==> config.mk <==
export PLATFORM = sky130hd
export DESIGN_NAME = inst_stream_encoder
export DESIGN_NICKNAME = d
export VERILOG_FILES = /design/src/rtl/inst_stream_encoder.sv
export SDC_FILE = /design/constraint.sdc
export NUM_CORES = 1
export LEC_CHECK = 0
export ABC_AREA = 0
export CORE_MARGIN = 3
export CORE_UTILIZATION = 57
export CTS_CLUSTER_SIZE = 20
export DETAILED_ROUTE_END_ITERATION = 10
export DONT_BUFFER_PORTS = 1
export GPL_TIMING_DRIVEN = 0
export PLACE_DENSITY = 0.75
export SYNTH_ARGS = -nofsm -noshare
export SYNTH_HDL_FRONTEND = slang
export SYNTH_SLANG_ARGS = --single-unit
==> constraint.sdc <==
create_clock -name clk -period 2 [get_ports clk]
set_input_delay 0.4 -clock clk [delete_from_list [all_inputs] [get_ports clk]]
set_output_delay 0.4 -clock clk [all_outputs]
set_load 0.03 [all_outputs]
==> src/rtl/inst_stream_encoder.sv <==
// RV32I request-to-instruction encoder that streams encoded words into IMEM.
// One request per cycle; the word appears on the write port the cycle after acceptance.
module inst_stream_encoder #(
   parameter int          IMEM_AWIDTH = 14,
   parameter int unsigned BASE_ADDR   = 0
) (
   input  logic                   clk,
   input  logic                   rst_n,
   input  logic                   start,
   input  logic                   finish,
   input  logic                   req_valid,
   output logic                   req_ready,
   input  logic [3:0]             req_class,
   input  logic [2:0]             req_funct3,
   input  logic                   req_bit30,
   input  logic [4:0]             req_rd,
   input  logic [4:0]             req_rs1,
   input  logic [4:0]             req_rs2,
   input  logic [31:0]            req_imm,
   output logic [3:0]             imem_we,
   output logic [IMEM_AWIDTH-1:0] imem_addr,
   output logic [31:0]            imem_din,
   output logic                   busy,
   output logic                   full,
   output logic                   done,
   output logic                   err,
   output logic [IMEM_AWIDTH:0]   word_count
);

   localparam logic [IMEM_AWIDTH-1:0] L_BASE = IMEM_AWIDTH'(BASE_ADDR);
   localparam logic [IMEM_AWIDTH-1:0] L_LAST = '1;

   localparam logic [6:0] OP_LUI    = 7'h37;
   localparam logic [6:0] OP_AUIPC  = 7'h17;
   localparam logic [6:0] OP_JAL    = 7'h6F;
   localparam logic [6:0] OP_JALR   = 7'h67;
   localparam logic [6:0] OP_BRANCH = 7'h63;
   localparam logic [6:0] OP_LOAD   = 7'h03;
   localparam logic [6:0] OP_STORE  = 7'h23;
   localparam logic [6:0] OP_R      = 7'h33;
   localparam logic [6:0] OP_I      = 7'h13;

   typedef enum logic [1:0] {
      S_IDLE,
      S_LOAD,
      S_FULL,
      S_DONE
   } state_t;

   state_t                 r_state;
   state_t                 w_state_next;
   logic [IMEM_AWIDTH-1:0] r_ptr;
   logic [IMEM_AWIDTH:0]   r_count;
   logic                   r_err;
   logic                   r_we;
   logic [IMEM_AWIDTH-1:0] r_addr;
   logic [31:0]            r_din;

   logic                   w_ready;
   logic                   w_accept;
   logic                   w_class_ok;
   logic                   w_misalign;
   logic                   w_write;
   logic [IMEM_AWIDTH-1:0] w_wr_addr;
   logic                   w_r_bit30;
   logic [31:0]            w_word;

   assign w_ready    = (r_state == S_LOAD) & ~start & ~finish;
   assign w_accept   = req_valid & w_ready;
   assign w_class_ok = (req_class <= 4'd8);
   assign w_misalign = ((req_class == 4'd2) | (req_class == 4'd4)) & req_imm[0];
   assign w_write    = w_accept & w_class_ok;
   // ptr only advances when the previous write retires, so a write still in flight
   // already owns r_ptr and the new one takes the slot after it.
   assign w_wr_addr  = r_ptr + {{(IMEM_AWIDTH-1){1'b0}}, r_we};
   assign w_r_bit30  = req_bit30 & ((req_funct3 == 3'b000) | (req_funct3 == 3'b101));

   always_comb begin
      w_word = '0;
      case (req_class)
         4'd0: w_word = {req_imm[31:12], req_rd, OP_LUI};
         4'd1: w_word = {req_imm[31:12], req_rd, OP_AUIPC};
         4'd2: w_word = {req_imm[20], req_imm[10:1], req_imm[11], req_imm[19:12], req_rd, OP_JAL};
         4'd3: w_word = {req_imm[11:0], req_rs1, 3'b000, req_rd, OP_JALR};
         4'd4: w_word = {req_imm[12], req_imm[10:5], req_rs2, req_rs1, req_funct3,
                         req_imm[4:1], req_imm[11], OP_BRANCH};
         4'd5: w_word = {req_imm[11:0], req_rs1, req_funct3, req_rd, OP_LOAD};
         4'd6: w_word = {req_imm[11:5], req_rs2, req_rs1, req_funct3, req_imm[4:0], OP_STORE};
         4'd7: w_word = {1'b0, w_r_bit30, 5'b0, req_rs2, req_rs1, req_funct3, req_rd, OP_R};
         4'd8: begin
            if (req_funct3 == 3'b001)
               w_word = {7'b0, req_imm[4:0], req_rs1, req_funct3, req_rd, OP_I};
            else if (req_funct3 == 3'b101)
               w_word = {1'b0, req_bit30, 5'b0, req_imm[4:0], req_rs1, req_funct3, req_rd, OP_I};
            else
               w_word = {req_imm[11:0], req_rs1, req_funct3, req_rd, OP_I};
         end
         default: w_word = '0;
      endcase
   end

   always_comb begin
      w_state_next = r_state;
      if (start)
         w_state_next = S_LOAD;
      else if (finish && ((r_state == S_LOAD) || (r_state == S_FULL)))
         w_state_next = S_DONE;
      else if (w_write && (w_wr_addr == L_LAST))
         w_state_next = S_FULL;
   end

   always_ff @(posedge clk) begin
      if (!rst_n) begin
         r_state <= S_IDLE;
         r_ptr   <= L_BASE;
         r_count <= '0;
         r_err   <= 1'b0;
         r_we    <= 1'b0;
         r_addr  <= '0;
         r_din   <= '0;
      end else begin
         r_state <= w_state_next;
         r_we    <= w_write;
         if (w_write) begin
            r_addr <= w_wr_addr;
            r_din  <= w_word;
         end
         if (start) begin
            r_ptr   <= L_BASE;
            r_count <= '0;
            r_err   <= 1'b0;
         end else begin
            if (r_we) begin
               r_count <= r_count + (IMEM_AWIDTH+1)'(1);
               if (r_ptr != L_LAST)
                  r_ptr <= r_ptr + IMEM_AWIDTH'(1);
            end
            if (w_accept && (!w_class_ok || w_misalign))
               r_err <= 1'b1;
         end
      end
   end

   assign req_ready  = w_ready;
   assign imem_we    = {4{r_we}};
   assign imem_addr  = r_addr;
   assign imem_din   = r_din;
   assign busy       = (r_state == S_LOAD);
   assign full       = (r_state == S_FULL);
   assign done       = (r_state == S_DONE);
   assign err        = r_err;
   assign word_count = r_count;

endmodule

=== Yosys cells after proc, flatten, opt, wreduce, memory -nomap -nowiden ===
Cells that the tools add are included.

* Memory bits (writable): 0
* Memories kept: 0
* Output and inout bits: 70
* Flip-flop bits (word level): 79
* Bits in latches: 0
* Logic and storage cells: 56
* Memory bits (read-only): 0
* Input bits: 60

* Multiplexer cells: 6
* $mul: 0
* Divide/modulo/power cells: 0
* $add $sub $neg: 3
* Reductions and logical operators: 12
* Bitwise operators: 11
* Magnitude comparators: 1
* Shift-type cells: 0
* Eq/ne operators: 15

{| class="wikitable"
|+ Operator list
! operator !! number
|-
| $pmux W32 S9 || 1
|-
| $mux W32 || 2
|-
| $eq A4 B3 Y1 const B || 4
|-
| $add A15 B1 Y15 const B || 1
|-
| $add A14 B1 Y14 || 1
|-
| $add A14 B1 Y14 const B || 1
|-
| $eq A14 B14 Y1 const B || 1
|-
| $ne A14 B14 Y1 const B || 1
|-
| $eq A4 B2 Y1 const B || 2
|-
| $and A1 B1 Y1 || 6
|-
| $eq A2 B2 Y1 const B || 2
|-
| $eq A4 B1 Y1 const B || 1
|-
| $eq A4 B4 Y1 const B || 1
|-
| $le A4 B4 Y1 const B || 1
|-
| $logic_not A4 Y1 || 1
|-
| $mux W2 || 2
|-
| $eq A3 B1 Y1 const B || 1
|-
| $eq A3 B3 Y1 const B || 1
|-
| $logic_and A1 B1 Y1 || 3
|-
| $logic_not A3 Y1 || 1
|-
| $not A1 Y1 || 3
|-
| $reduce_bool A3 Y1 || 1
|-
| $eq A2 B1 Y1 const B || 1
|-
| $logic_or A1 B1 Y1 || 2
|-
| 6 further kinds || 7
|}

=== Longest topological paths before layout ===
Gate-level depths: netlist of the first run.

* Depth in word-level cells: 9
* Mapped depth: 8
* Depth with buffers taken out: 7

=== Worst setup path after synthesis of the first run ===
No wires, ideal clock.

* Kind: reg-to-reg
* Start point: reg r_ptr[0]
* End point: reg r_state[0]
* Clock period less this slack: 2.077 ns
* Buffers on the path: 0
* Stages on the path, launching flop included: 8
* Required time: 1.875 ns
* Path slack: -0.077 ns
* Arrival time: 1.952 ns
* Setup time: 0.125 ns
* Cell sequence: dfxtp_1 ha_1 ha_1 xnor2_1 or4_1 a31oi_1 nand4bb_1 o41a_1

* Longest elaborated chain between the ends: 4

{| class="wikitable"
|+ RTL lines
! element !! line !! source
|-
| from (decl) || 52 || <nowiki>logic [IMEM_AWIDTH-1:0] r_ptr;</nowiki>
|-
| from (signal assigned) || 136 || <nowiki>r_ptr <= r_ptr + IMEM_AWIDTH'(1);</nowiki>
|-
| $add A14 B1 Y14 || 75 || <nowiki>assign w_wr_addr = r_ptr + {{(IMEM_AWIDTH-1){1'b0}}, r_we};</nowiki>
|-
| $eq A14 B14 Y1 || 108 || <nowiki>else if (w_write && (w_wr_addr == L_LAST))</nowiki>
|-
| $logic_and A1 B1 Y1 || 108 ||
|-
| $reduce_bool A3 Y1 (no line) || - ||
|-
| to (signal assigned) || 122 || <nowiki>r_state <= w_state_next;</nowiki>
|-
| to (decl) || 50 || <nowiki>state_t r_state;</nowiki>
|}

No other way between the ends.
A chain may end at the register's enable or synchronous reset.

=== Final worst setup path of the first run ===
* Start point: reg r_we
* End point: reg r_state[0]

* Longest elaborated chain between the ends: 4

{| class="wikitable"
|+ RTL lines
! element !! line !! source
|-
| from (decl) || 55 || <nowiki>logic r_we;</nowiki>
|-
| from (signal assigned) || 123 || <nowiki>r_we <= w_write;</nowiki>
|-
| $add A14 B1 Y14 || 75 ||
|-
| $eq A14 B14 Y1 || 108 ||
|-
| $logic_and A1 B1 Y1 || 108 ||
|-
| $reduce_bool A3 Y1 (no line) || - ||
|}

No other way between the ends.

==> flow_metrics.py, run 1 <==
metrics = {
    "route": {
        "drtIter0Drc": 187,
        "ant_nets": 0,
        "vias": 3637,
        "drc": 0,
        "met2_length_mm": 5.29,
        "drt-met1-wl_mm": 4.18,
        "post_drt_wl_per_cell_um": 18.6,
        "routed_wl_mm": 10.6,
        "highest_layer": "met4",
        "firstDrtPassIters": 4,
        "via_per_inst": 6.41,
        "route.met3.wl_um": 909,
    },
    "global_route": {
        "grt_pass1_wl_mm": 16.1,
        "grt.total_usage": 0.261,
        "antenna_found_initial": 0,
        "gr-total-overflow": 0,
        "grt_start_max_net_pins": 14,
        "grt_pass1_vias": 3334,
    },
    "place": {
        "placed_cell_area_um2": 4080,
        "numPortBuffers": 0,
        "dpl.hpwl_mm": 7.73,
        "place.gp.congestion": 0.903,
    },
    "floorplan": {
        "coreArea_um2": 6530,
        "rows": 29,
        "die_y_um": 89.5,
        "die_w_um": 89.5,
        "start_util": 0.608,
        "num_io_pins": 130,
        "die_area_um2": 8000,
    },
    "timing": {
        "finalSetupViolations": 3,
        "fin_skew_ns": 0.00536,
        "worst_slew_pin_slew_ns": 0.695,
        "final.period_utilization": 1.04,
        "fmax_mhz": 479,
        "period_minus_slack_ns": 2.09,
        "rsz0062_at_grt": "yes",
        "slew_violations": 0,
        "max-slew-margin-rel": 0.533,
        "hold_viol_final": 0,
        "setup_ws_ns": -0.0887,
    },
    "layout": {
        "nets": 553,
        "fillerInstances": 532,
        "drive_above_1_share": 0.155,
        "syn2layout_area_growth_pct": 13.4,
        "num_antenna_cells": 0,
        "register_area_um2": 1580,
        "fin_area_um2": 4500,
        "multi_input_area_um2": 2310,
    },
    "clocking": {
        "cts_buffers": 9,
        "htreeDepth": 3,
        "cts_hold_buffers": 0,
        "ctsRootBufferMaster": "clkbuf_8",
        "insertion_delay_ns": 0.36,
        "cts_tree": "built",
        "cts.sinks": 78,
        "clk_pin_slew_worst_paths_ns": 0.08,
        "clockBufferDepth": 2,
    },
    "hold_path": {
        "min_path_type": "input port to flip-flop",
        "min_to": "r_state[0]",
        "worstHoldPathCells": 1,
        "hold_start": "start",
    },
    "power_and_ir_drop": {
        "fin_total_pwr_uw": 3290,
        "powerDensity_nw_per_um2": 730,
        "ir_drop_mv": 0.390,
        "leakage_uw": 0.00159,
    },
    "yosys": {
        "yosysSeqAreaShare": 0.393,
        "syn-num-nets": 536,
        "yosys_warnings": 0,
        "ys.flop_type": "dfxtp_1",
        "ys_ff_latch": 78,
        "synth-edff-count": 0,
        "synthesis.area_um2": 3970,
        "synth_cell_types": 58,
        "synth.avg_cell_area_um2": 8.47,
        "async_flop_share": 0,
        "synthCells": 469,
    },
    "run_status": {
        "violations": "negative setup slack",
        "run_status": "finished, violations left",
    },
    "worst_setup_path": {
        "reg2reg_from": "r_we",
        "criticalPathCategory": "flip-flop to flip-flop",
        "crit_path_end_kind": "flip-flop",
        "start_kind": "flip-flop",
        "cp_max_fo": 2,
        "r2r_setup_slack_ns": -0.09,
        "r2r_end": "r_state[0]",
        "cp.arrival_ns": 2.34,
        "worstRegToRegCells": 7,
        "worst-endpoint-required_ns": 2.25,
    },
    "run": {
        "maxCapViolCount": 0,
    },
}
==> layout make-up <==
class / instances / share of cell area
inverter: 10 / 0.00834
timing repair buffer: 6 / 0.0100
tap: 77 / 0.0214
clock buffer: 10 / 0.0283
clock inverter: 5 / 0.0239
buffer: 38 / 0.0456
multi-input combinational: 343 / 0.513
sequential: 78 / 0.350
==> how the worst max path moves through the flow <==
stage | start | end | slack, ns | cells after the start
2_1_floorplan | r_we | r_state[0] | 0.02 | 7
3_3_place_gp | r_we | r_state[0] | -0.26 | 7
3_5_place_dp | r_we | r_state[0] | -0.25 | 7
4_1_cts | r_we | r_state[0] | -0.11 | 7
5_1_grt | r_we | r_state[0] | -0.14 | 7
6_report | r_we | r_state[0] | -0.09 | 7
==> registers in the layout (all words and copies together) (netlist names) <==
name / flops
imem_addr: 14
err: 1
r_state: 2
word_count: 15
imem_din: 31
r_ptr: 14
r_we: 1
==> synthesized netlist by cell type, drive strengths merged (2+ instances only) <==
master,count,area (µm²)
a211oi,15,113
a21oi,19,98.9
a221oi,15,131
a22oi,10,75.1
a2bb2oi,3,26.3
a31oi,5,37.5
a32o,5,50.1
and3,8,52.6
and4,2,17.5
buf,22,135
clkbuf,16,60.1
dfxtp,78,1560
ha,7,87.6
inv,10,37.5
mux2i,2,20.0
nand2,31,119
nand2b,2,12.5
nand3,12,60.1
nand4,9,62.6
nand4b,2,17.5
nand4bb,2,22.5
nor2,74,278
nor2b,7,43.8
nor3,24,120
nor3b,2,20.0
nor4,3,33.8
o211a,6,60.1
o211ai,6,45.0
o21a,2,15.0
o21ai,11,55.1
o21bai,2,15.0
o22ai,2,12.5
o2bb2ai,2,17.5
or3,7,48.8
or4,3,26.3
xnor2,17,149
xor2,17,149
==> stage by stage <==
stage / setup WS (ns) / utilization / cells / hold slack, ns / setup TNS, ns
2_1_floorplan: 0.0157 / - / 469 / 0.491 / 0
3_3_place_gp: -0.257 / 0.624 / 546 / 0.516 / -3.72
3_5_place_dp: -0.246 / 0.624 / 546 / 0.529 / -5.34
4_1_cts: -0.107 / 0.674 / 566 / 0.191 / -0.136
5_1_grt: -0.143 / 0.689 / 567 / 0.173 / -0.434
6_report: -0.0887 / 0.689 / 567 / 0.189 / -0.132
==> report_power, final <==
group	internal, µW	leakage, µW	switching (µW)	total (µW)
Combinational	83.3	0.000839	151	235
Sequential	1570	0.000634	50.8	1620
Clock	829	0.000117	603	1430
==> repair_timing <==
| action | in CTS | in global routing |
|---|---|---|
| buffers inserted | 5 | 1 |
| pin swaps | 2 | 2 |
| endpoints found under the setup margin | 48 | 52 |
| gates cloned | 0 | 0 |
| gates resized for setup | 13 | 23 |
==> layout by cell type (no fill, tap or decap), types with 7 or more instances in the layout <==
cell and count:
nor2_1 74, dfxtp_1 71, nand2_1 30, nor3_1 24
a21oi_1 18, xor2_1 17, xnor2_1 16, buf_4 15
a211oi_1 15, clkbuf_1 13, nand3_1 11, o21ai_0 11
inv_1 10, buf_2 10, a221oi_1 10, a22oi_1 10
clkbuf_8 9, nand4_1 8, nor2b_1 7
==> critical path, stage by stage, from the launching register on <==
cell and delay [ns]:
dfxtp_4 0.37, ha_4 0.16, ha_4 0.16, xnor2_2 0.13
or4_4 0.50, a31oi_4 0.15, nand4bb_1 0.17, o41a_1 0.34
==> kinds of logic after synthesis <==
group,Yosys count,synth area share
simple gates,190,0.239
compound gates,109,0.204
flops,78,0.393
buf+inv,48,0.0586
xor+xnor,34,0.0750
fa+ha+maj,7,0.0221
mux,3,0.00788
==> per-layer routing <==
| metal | global-route usage | up-vias |
|---|---|---|
| met5 | 0 | - |
| met4 | 0.103 | 0 |
| met2 | 0.464 | 150 |
| li1 | - | 1732 |
| met1 | 0.294 | 1736 |
| met3 | 0.0728 | 19 |
(Power assumes the default switching activity.)
==> run 2, diff against run 1 <==
CORE_UTILIZATION = 50   (was 57)
PLACE_DENSITY = 0.68   (was 0.75)
SETUP_SLACK_MARGIN = 0.05   (was not set)
==> flow_metrics.py, run 2 (synthesized netlist as in run 1, its figures left out) <==
metrics = {
    "run_status": {
        "run_status": "finished, violations left",
        "violations": "negative setup slack",
    },
    "global_route": {
        "grt_pass1_wl_mm": 16.8,
        "grt_start_max_net_pins": 13,
        "grt_pass1_vias": 3422,
        "grt.total_usage": 0.237,
        "gr-total-overflow": 0,
        "antenna_found_initial": 0,
    },
    "timing": {
        "final.period_utilization": 1.04,
        "finalSetupViolations": 2,
        "setup_ws_ns": -0.0824,
        "max-slew-margin-rel": 0.414,
        "period_minus_slack_ns": 2.08,
        "slew_violations": 0,
        "worst_slew_pin_slew_ns": 0.872,
        "fin_skew_ns": 0.00844,
        "fmax_mhz": 480,
        "rsz0062_at_grt": "yes",
        "hold_viol_final": 0,
        "whs_ns": 0.215,
    },
    "clocking": {
        "insertion_delay_ns": 0.35,
        "ctsRootBufferMaster": "clkbuf_8",
        "cts_buffers": 9,
        "htreeDepth": 3,
        "clockBufferDepth": 2,
        "cts_hold_buffers": 0,
        "clk_pin_slew_worst_paths_ns": 0.08,
        "cts.sinks": 78,
        "cts_tree": "built",
    },
    "route": {
        "routed_wl_mm": 11.1,
        "via_per_inst": 6.22,
        "vias": 3676,
        "firstDrtPassIters": 4,
        "ant_nets": 0,
        "post_drt_wl_per_cell_um": 18.8,
        "drc": 0,
        "drtIter0Drc": 167,
    },
    "hold_path": {
        "min_path_type": "input port to flip-flop",
        "hold_start": "req_bit30",
        "min_to": "imem_din[30]",
        "worstHoldPathCells": 2,
    },
    "place": {
        "numPortBuffers": 0,
        "pre_cts_slack_ns": -0.268,
        "dpl.hpwl_mm": 8.01,
        "placed_cell_area_um2": 4120,
        "place.gp.congestion": 0.938,
    },
    "layout": {
        "num_antenna_cells": 0,
        "largest_reg_flops": 31,
        "final_cell_mix": "73 x nor2_1, 66 x dfxtp_1, 30 x nand2_1, 24 x nor3_1, 18 x buf_4",
        "drive_above_1_share": 0.195,
        "nets": 555,
        "fin_area_um2": 4610,
        "final_common_cell": "nor2_1",
        "syn2layout_area_growth_pct": 16.0,
        "utilization": 0.615,
    },
    "worst_setup_path": {
        "cp_max_fo": 3,
        "reg2reg_from": "r_we",
        "worst-endpoint-required_ns": 2.23,
        "crit_path_end_kind": "flip-flop",
        "cp.arrival_ns": 2.31,
        "worstRegToRegCells": 7,
        "start_kind": "flip-flop",
        "r2r_end": "r_state[0]",
        "r2r_setup_slack_ns": -0.08,
        "criticalPathCategory": "flip-flop to flip-flop",
    },
    "power_and_ir_drop": {
        "ir_drop_mv": 0.438,
        "powerDensity_nw_per_um2": 630,
        "leakage_uw": 0.00160,
    },
    "floorplan": {
        "start_util": 0.531,
        "die_y_um": 95.1,
        "coreArea_um2": 7490,
        "num_io_pins": 130,
        "rows": 31,
        "die_area_um2": 9050,
        "die_w_um": 95.1,
    },
    "run": {
        "maxCapViolCount": 0,
    },
}
-- run 2: changes by cell type in the layout (fill, tap and decap cells not counted), sizes merged --
cell and delta:
buf +2, bufinv -3, clkbuf +1, clkinv +1, clkinvlp +2, inv -1
-- run 2: cell type report --
type | count | area, µm²
inverters | 10 | 37.5
clock inverters | 4 | 25.0
plain buffers | 37 | 228
multi-input cells | 343 | 2390
flip-flops and latches | 78 | 1590
well taps | 99 | 124
clock buffers | 11 | 131
fillers | 656 | 2880
repair buffers | 9 | 80.1
-- run 2: what timing repair did --
action,in CTS,in global routing
buffers inserted,7,2
pin swaps,2,6
gates resized for setup,23,45
endpoints found under the setup margin,49,52
-- run 2: worst max-delay path by stage --
stage	startpoint	to	slack, ns
after floorplan	r_we	r_state[0]	0.05
after global placement	r_state[1]	imem_din[28]	-0.25
after detailed placement	r_state[1]	imem_din[28]	-0.27
after CTS	r_we	r_state[0]	-0.10
after global routing	r_we	r_state[0]	-0.12
final	r_we	r_state[0]	-0.08
-- run 2: critical path, cell delays in order, from the launching register on --
cell	delay, ns
dfxtp_4	0.35
ha_4	0.16
ha_4	0.17
xnor2_2	0.14
or4_4	0.50
a31oi_4	0.15
nand4bb_1	0.15
o41a_1	0.34
-- run 2: where the power goes --
part	leakage [µW]	internal [µW]	switching (µW)
combinational	0.000884	89.4	159
clock	0.0000752	441	595
sequential	0.000637	1570	50.6
total	0.00160	2100	804
-- run 2: layer usage --
metal,GRT usage,part of all wire,up-vias
met5,0,0,-
met2,0.425,0.50,154
met4,0.0769,0.020,0
met3,0.0718,0.088,21
li1,-,-,1739
met1,0.267,0.39,1762
-- run 2: metrics by stage --
| stage | power (µW) | cells | setup TNS [ns] |
|---|---|---|---|
| 2_1_floorplan | 1830 | 469 | 0 |
| 3_3_place_gp | 1870 | 568 | -5.73 |
| 3_5_place_dp | 1880 | 568 | -6.37 |
| 4_1_cts | 2910 | 590 | -0.166 |
| 5_1_grt | 3020 | 591 | -0.207 |
| 6_report | 2900 | 591 | -0.123 |
